**config.mk**
```make
export PLATFORM = sky130hd
export DESIGN_NAME = bm_dag3_rr_sched
export DESIGN_NICKNAME = d
export VERILOG_FILES = /design/src/rtl/bm_dag3_rr_sched.sv
export SDC_FILE = /design/constraint.sdc
export NUM_CORES = 1
export LEC_CHECK = 0
export ABC_AREA = 1
export CAP_MARGIN = 20
export CORE_UTILIZATION = 50
export CTS_CLUSTER_SIZE = 8
export DETAILED_ROUTE_END_ITERATION = 8
export PLACE_DENSITY = 0.82
export SLEW_MARGIN = 20
export SYNTH_ARGS = -nofsm -noshare
export SYNTH_HDL_FRONTEND = slang
export SYNTH_SLANG_ARGS = --single-unit
export TNS_END_PERCENT = 5
```
**constraint.sdc**
```tcl
create_clock -name clock -period 4 [get_ports clock]
set_clock_uncertainty 0.2 [all_clocks]
set_input_delay 0.8 -clock clock [delete_from_list [all_inputs] [get_ports clock]]
set_output_delay 0.8 -clock clock [all_outputs]
set_load 0.02 [all_outputs]
```
**src/rtl/bm_dag3_rr_sched.sv**
```systemverilog
// Round-robin scheduler in front of a shared, fixed-latency 2-bit ALU pipeline.
// Requests are granted one per cycle, travel LAT stages tagged with the
// requester ID, and leave through a valid/ready response port. An
// IDLE/RUN/DRAIN state machine lets control logic quiesce the datapath.
//
// Handshake: resp_valid/resp_id/resp_data are held stable while
// resp_valid=1 and resp_ready=0. A response transfers on any clock edge
// where resp_valid and resp_ready are both 1. While a response is stuck,
// every pipeline stage holds and no grant is issued.
module bm_dag3_rr_sched #(
  parameter int BITS = 2,
  parameter int NREQ = 4,
  parameter int LAT  = 3
) (
  input  logic                 clock,
  input  logic                 reset_n,
  input  logic                 en,
  input  logic [NREQ-1:0]      req,
  input  logic [2*NREQ-1:0]    op,
  input  logic [BITS*NREQ-1:0] opa,
  input  logic [BITS*NREQ-1:0] opb,
  output logic [NREQ-1:0]      gnt,
  output logic                 resp_valid,
  input  logic                 resp_ready,
  output logic [1:0]           resp_id,
  output logic [BITS-1:0]      resp_data,
  output logic                 busy,
  output logic [7:0]           done_cnt,
  output logic [1:0]           state_dbg
);

  typedef enum logic [1:0] {
    IDLE  = 2'd0,
    RUN   = 2'd1,
    DRAIN = 2'd2
  } state_t;

  state_t          state;
  logic [1:0]      ptr;
  logic [LAT-1:0]  st_v;
  logic [1:0]      st_id [LAT];
  logic [1:0]      st_op [LAT];
  logic [BITS-1:0] st_a  [LAT];
  logic [BITS-1:0] st_b  [LAT];

  logic            stall;
  logic            found;
  logic            issue;
  logic [1:0]      win;

  assign resp_valid = st_v[LAT-1];
  assign resp_id    = st_id[LAT-1];
  assign stall      = resp_valid & ~resp_ready;
  assign issue      = (state == RUN) && !stall && found;
  assign busy       = (state != IDLE) || (|st_v);
  assign state_dbg  = state;

  // Round-robin search: first requester above the last winner, wrapping.
  always_comb begin
    found = 1'b0;
    win   = '0;
    for (int k = 1; k <= NREQ; k++) begin
      if (!found && req[2'((int'(ptr) + k) % NREQ)]) begin
        found = 1'b1;
        win   = 2'((int'(ptr) + k) % NREQ);
      end
    end
  end

  // One-hot grant to the search winner when an issue is allowed this cycle.
  always_comb begin
    gnt = '0;
    if (issue) gnt[win] = 1'b1;
  end

  // Result of the operation sitting in the last stage.
  always_comb begin
    case (st_op[LAT-1])
      2'b00:   resp_data = st_a[LAT-1] & st_b[LAT-1];
      2'b01:   resp_data = st_a[LAT-1] | st_b[LAT-1];
      2'b10:   resp_data = st_a[LAT-1] ^ st_b[LAT-1];
      default: resp_data = st_a[LAT-1] - st_b[LAT-1];
    endcase
  end

  // Pipeline shifts as one unit whenever the output is not stalled.
  always_ff @(posedge clock or negedge reset_n) begin
    if (!reset_n) begin
      st_v <= '0;
      for (int k = 0; k < LAT; k++) begin
        st_id[k] <= '0;
        st_op[k] <= '0;
        st_a[k]  <= '0;
        st_b[k]  <= '0;
      end
    end else if (!stall) begin
      st_v[0]  <= issue;
      st_id[0] <= win;
      st_op[0] <= op[2*int'(win) +: 2];
      st_a[0]  <= opa[BITS*int'(win) +: BITS];
      st_b[0]  <= opb[BITS*int'(win) +: BITS];
      for (int k = 1; k < LAT; k++) begin
        st_v[k]  <= st_v[k-1];
        st_id[k] <= st_id[k-1];
        st_op[k] <= st_op[k-1];
        st_a[k]  <= st_a[k-1];
        st_b[k]  <= st_b[k-1];
      end
    end
  end

  // Control FSM plus the round-robin pointer it gates.
  always_ff @(posedge clock or negedge reset_n) begin
    if (!reset_n) begin
      state <= IDLE;
      ptr   <= 2'(NREQ - 1);
    end else begin
      if (issue) ptr <= win;
      case (state)
        IDLE:    if (en) state <= RUN;
        RUN:     if (!en) state <= DRAIN;
        DRAIN: begin
          if (en)              state <= RUN;
          else if (st_v == '0) state <= IDLE;
        end
        default: state <= IDLE;
      endcase
    end
  end

  // Accepted-response counter, wraps naturally at 8 bits.
  always_ff @(posedge clock or negedge reset_n) begin
    if (!reset_n) done_cnt <= '0;
    else if (resp_valid && resp_ready) done_cnt <= done_cnt + 8'd1;
  end

endmodule
```
# Yosys cells after proc, flatten, opt, wreduce, memory -nomap -nowiden
# Index checks and enable logic that the tools add are counted.
# totals
elab_cells,90
regBits,39
inputBits,32
# classes
reduce_logical,18
eq_ne,7
shifts,3
addsub,6
magnitude_cmp,6
muxes,29
bitwise_logic,5
# op_table
cell,count
8-bit by 4-bit indexed part select with 2-bit output,3
2-bit by 4-bit less-than comparator with 1-bit output (second input constant),4
2-bit 2-to-1 mux,8
1-bit 2-to-1 mux,13
2-bit one-hot mux with 3 select lines,2
8-bit by 1-bit adder with 8-bit output (second input constant),1
1-bit binary-select mux with 2-bit select,4
1-bit logical AND,7
2-bit by 1-bit adder with 2-bit output (second input constant),2
2-bit adder (second input constant),2
2-bit by 1-bit == test with 1-bit output (second input constant),2
2-bit == test (second input constant),2
1-bit logical NOT,4
2-bit logical NOT,2
4-bit 2-to-1 mux,1
2-bit inequality test (second input constant),2
3-bit logical NOT,1
2-bit by 3-bit less-than comparator with 1-bit output (second input constant),1
3-bit inequality test (second input constant),1
3-bit AND reduction,1
3-bit OR reduction,1
2-bit AND,1
1-bit demux with 2-bit select,1
2-bit by 1-bit >= comparator with 1-bit output (second input constant),1
other kinds (7),7

# Logic depth before layout (Yosys ltp)
# depth
ltp_word,19
ltp_mapped,16

# Worst setup path after synthesis
# No wires, ideal clock.
# synth_path
path_kind,in2out
startpoint,in req[2]
endpoint,out gnt[1]
slack_ns,0.977
t_arrival_ns,2.023
stages,10
cell_sequence,nand2_1 nand2_2 nand2_2 nand2_2 inv_2 nand2_2 nand2_4 buf_4 nand4_1 nor3_1
# synth_between
elab_chain_cells,18
# synth_lines
item,line,text
start: declaration,18,"input logic [NREQ-1:0] req,"
1-bit binary-select mux with 2-bit select,63,if (!found && req[2'((int'(ptr) + k) % NREQ)]) begin
1-bit 2-to-1 mux (not written as such) (2 in series),63,
1-bit 2-to-1 mux,63,
1-bit logical NOT,63,
1-bit logical AND,63,
1-bit 2-to-1 mux,63,
1-bit logical NOT,63,
1-bit logical AND,63,
1-bit 2-to-1 mux,63,
1-bit logical NOT,63,
1-bit logical AND,63,
2-bit 2-to-1 mux,63,
2-bit by 3-bit less-than comparator with 1-bit output (not written as such) / 2-bit by 1-bit >= comparator with 1-bit output (equally long branches),73,if (issue) gnt[win] = 1'b1;
1-bit logical AND (not written as such),73,
1-bit 2-to-1 mux (not written as such),73,
1-bit demux with 2-bit select,73,
4-bit 2-to-1 mux *,73,
end: declaration,22,"output logic [NREQ-1:0] gnt,"
# Every way passes the cells marked *; elsewhere a longest branch is shown, timed or not. The select of a mux whose other input is x is not followed.

# Final worst setup path
# Ends and elaborated chain as after synthesis.

==> metrics.cfg <==
[outcome]
outcome = finished, violations left
failing_checks = design-rule violations

[global_routing]
groute.usage.overall = 0.2020
global_route.usage.met1 = 0.2491
overall_overflow_remaining_after_global_route = 0
largest_net_degree_at_the_start_of_global_routing = 40
vias_in_the_first_global_route = 2012
initial_antenna_violation_count = 0
grt_pass1_wl_mm = 8.217
grt.met3_usage = 0.03989
met2_usage = 0.3654
gr-max-usage-layer = met2

[critical_path]
crit_path_max_fo = 9
critPathArrivalTime_ns = 2.57
worst_setup_path_start_kind = input port
cp_data_required_time_ns = 3.00
critical_path.endpoint_type = output pin
critPathKind = input port to output pin
ff2ff_path_depth = 15

[yosys]
synthesis.nets = 347
post_synth_num_cell_types = 33
post_synth_main_area_contributors = dfrtp_1 (39%), nand2_1 (16%), inv_1 (7.0%)
synth_seq_area_share = 0.4146
mapped_cell_area_um2 = 2360
synth_cells = 309
ys_seq_elements = 39
post-synth-top-area-fraction = 0.3924
syn_area_per_cell_um2 = 7.637
yosysTopAreaCell = dfrtp_1
yosysWarnings = 0

[clock_network]
max-clock-path-buffers = 2
total_clock_buffers_created_by_cts = 5
tritoncts_clock_tree = yes
cts_num_sinks = 39
clk_latency_ns = 0.28
cts.reportedPaths.clkPinSlew_ns = 0.08
ctsHtreeMaxLevel = 2
ctsRootBufferMaster = clkbuf_8

[layout]
insertedDiodeCount = 0
areaGrowthSynthToFinish_pct = 26.09
layout_nets = 399
post_route_cells_drive_above_1_share = 0.1354
layoutNonFillerInstCount = 414
commonest_cells_after_routing_fill_and_taps_aside = nand2_1 (99), clkdlybuf4s50_1 (46), inv_1 (44)
mostFrequentLayoutCell = nand2_1

[route]
postRouteAntennaNets = 0
route.detailed.vias_per_inst = 5.022
totalWireLength_mm = 4.748
firstDrtPassIters = 6
route.detailed.drc = 6
violation_count_after_the_first_detailed_routing_iteration = 61
detailroute.via_count = 2079
routed_wire_length_per_instance_um = 11.47

[sta]
unrepaired_setup_endpoints_after_global_routing = false
layout_min_cycle_time_ns = 3.572
worst-slew-pin-transition_ns = 0.8233
timing_max_transition_violations_final = 0
slew_hr = 0.4511
finalSetupViolCount = 0
finalCritPeriodShare = 0.8930
final-hold-violation-count = 0
fin_tns_setup_ns = 0
fmax_ghz = 0.2800

[pwr]
power_density_over_the_cells_nw_per_um2 = 881.7
total_leakage_power_nw = 1.603
ir_drop_worst_case_vdd_v = 0.0005392

[die]
fp-row-count = 24
core-area_um2 = 4444
die_width_um = 70.70
design.die.area_um2 = 4998
top_level_ports = 52
initial_standard_cell_utilization_of_the_core = 0.5310
fp.dieH_um = 70.70

[place]
dp.final_hpwl_mm = 3.484
placement.io_buffers = 51
post-place-cells = 406
place_congestion = 0.8725

[min_path]
holdCritPathClass = register to register
min_path_cells = 2

[flow_run]
timing.max_cap.violations = 0

[what timing repair did]
item,CTS,global route
setup buffers,0,0
hold buffers,0,0
endpoints found under the hold margin,0,0
gates resized for setup,0,4
setup endpoints to repair,0,4
[Yosys cell counts]
master / instances
nor2_2: 1
dfstp_2: 2
dfrtp_1: 37
nand2_4: 1
o311ai_0: 2
clkbuf_1: 4
ha_1: 6
o21ai_0: 10
nor2_4: 1
mux2_2: 1
a21boi_0: 1
nand3b_1: 1
nand4_1: 15
nand2_2: 21
inv_1: 44
buf_6: 1
buf_12: 1
or2_2: 1
inv_4: 1
inv_2: 3
nor2_1: 8
o22ai_1: 1
nand3_1: 24
a21oi_1: 1
nand3_4: 2
nor3_1: 3
nand2_1: 99
xnor2_1: 4
o21ai_2: 1
buf_4: 6
nand3_2: 1
xor2_1: 4
nor4_1: 1
[critical path: stages]
cell and delay [ns]:
clkdlybuf4s50_1 0.51, nand2_1 0.08, nand2_2 0.10, nand2_2 0.07
nand2_2 0.10, inv_2 0.06, nand3_1 0.06, nand3_1 0.11
inv_1 0.09, nand2_2 0.12, nor3_1 0.21, dlymetal6s2s_1 0.25
[kinds of logic (layout without fill, tap and decap cells)]
kind of cell | count (synthesis) | count (layout) | share of synthesized area
adder cells (fa/ha/maj) | 6 | 6 | 0.03181
AO/OA/AOI/OAI | 16 | 16 | 0.04030
AND/OR/NAND/NOR | 179 | 179 | 0.3627
XOR/XNOR | 8 | 8 | 0.02969
multiplexers | 1 | 1 | 0.004772
buffers and inverters | 60 | 113 | 0.1161
flip-flops | 39 | 39 | 0.4146
[power breakdown]
group,leakage [nW],switching (W),total (W),internal (W)
registers,0.477,0.000138,0.000729,0.000591
clock network,0.0422,0.000129,0.000251,0.000122
logic,1.08,0.000994,0.00164,0.000649
total,1.60,0.00126,0.00262,0.00136
[path summary, 6_finish.rpt]
check / slack, ns / end / startpoint
setup / recovery: 0.43 / gnt[1] / req[2]
hold / removal: 0.26 / st_a[3]$_DFFE_PN0N_ / st_a[5]$_DFFE_PN0N_
setup reg to reg: 1.68 / st_a[5]$_DFFE_PN0N_ / ptr[0]$_DFFE_PN1P_
hold reg to reg: 0.26 / st_a[3]$_DFFE_PN0N_ / st_a[5]$_DFFE_PN0N_
max in group asynchronous: 2.67 / st_op[4]$_DFFE_PN0N_ / reset_n
min in group asynchronous: 0.40 / st_a[3]$_DFFE_PN0N_ / reset_n
[registers in the layout (all words and copies together), names as in the netlist]
signal,cells
st_v,3
done_cnt,8
st_op,6
ptr,2
resp_id,2
st_a,6
st_b,6
state_dbg,2
st_id,4
[through the flow]
step                setup slack, ns  power (W)  instance area (µm²)  hold WS [ns]    util
CTS                         0.04689   0.002644                 2965        0.2695  0.6672
floorplan                    0.9769   0.001972                 2360        0.2422       -
global placement            0.02440   0.002346                 2884        0.2575  0.6489
finish                       0.4280   0.002623                 2975        0.2607  0.6695
global route                 0.2813   0.002872                 2975        0.2919  0.6695
detailed placement          0.05048   0.002386                 2884        0.2608  0.6489
[layout make-up]
| cell class | count | area (µm²) |
|---|---|---|
| Tap cell | 52 | 65.06 |
| Sequential cell | 39 | 978.4 |
| Clock buffer | 7 | 76.32 |
| Timing Repair Buffer | 57 | 560.5 |
| Fill cell | 386 | 1469 |
| Multi-Input combinational cell | 210 | 1107 |
| Inverter | 48 | 182.7 |
| Clock inverter | 1 | 5.005 |
[layer usage]
| metal | part of all wire | routed length [µm] |
|---|---|---|
| met1 | 0.46 | 2206 |
| met3 | 0.040 | 188 |
| met5 | 0 | 0 |
| met4 | 0.012 | 57 |
| met2 | 0.48 | 2296 |
No activity file was read; power rests on OpenSTA's default activity.
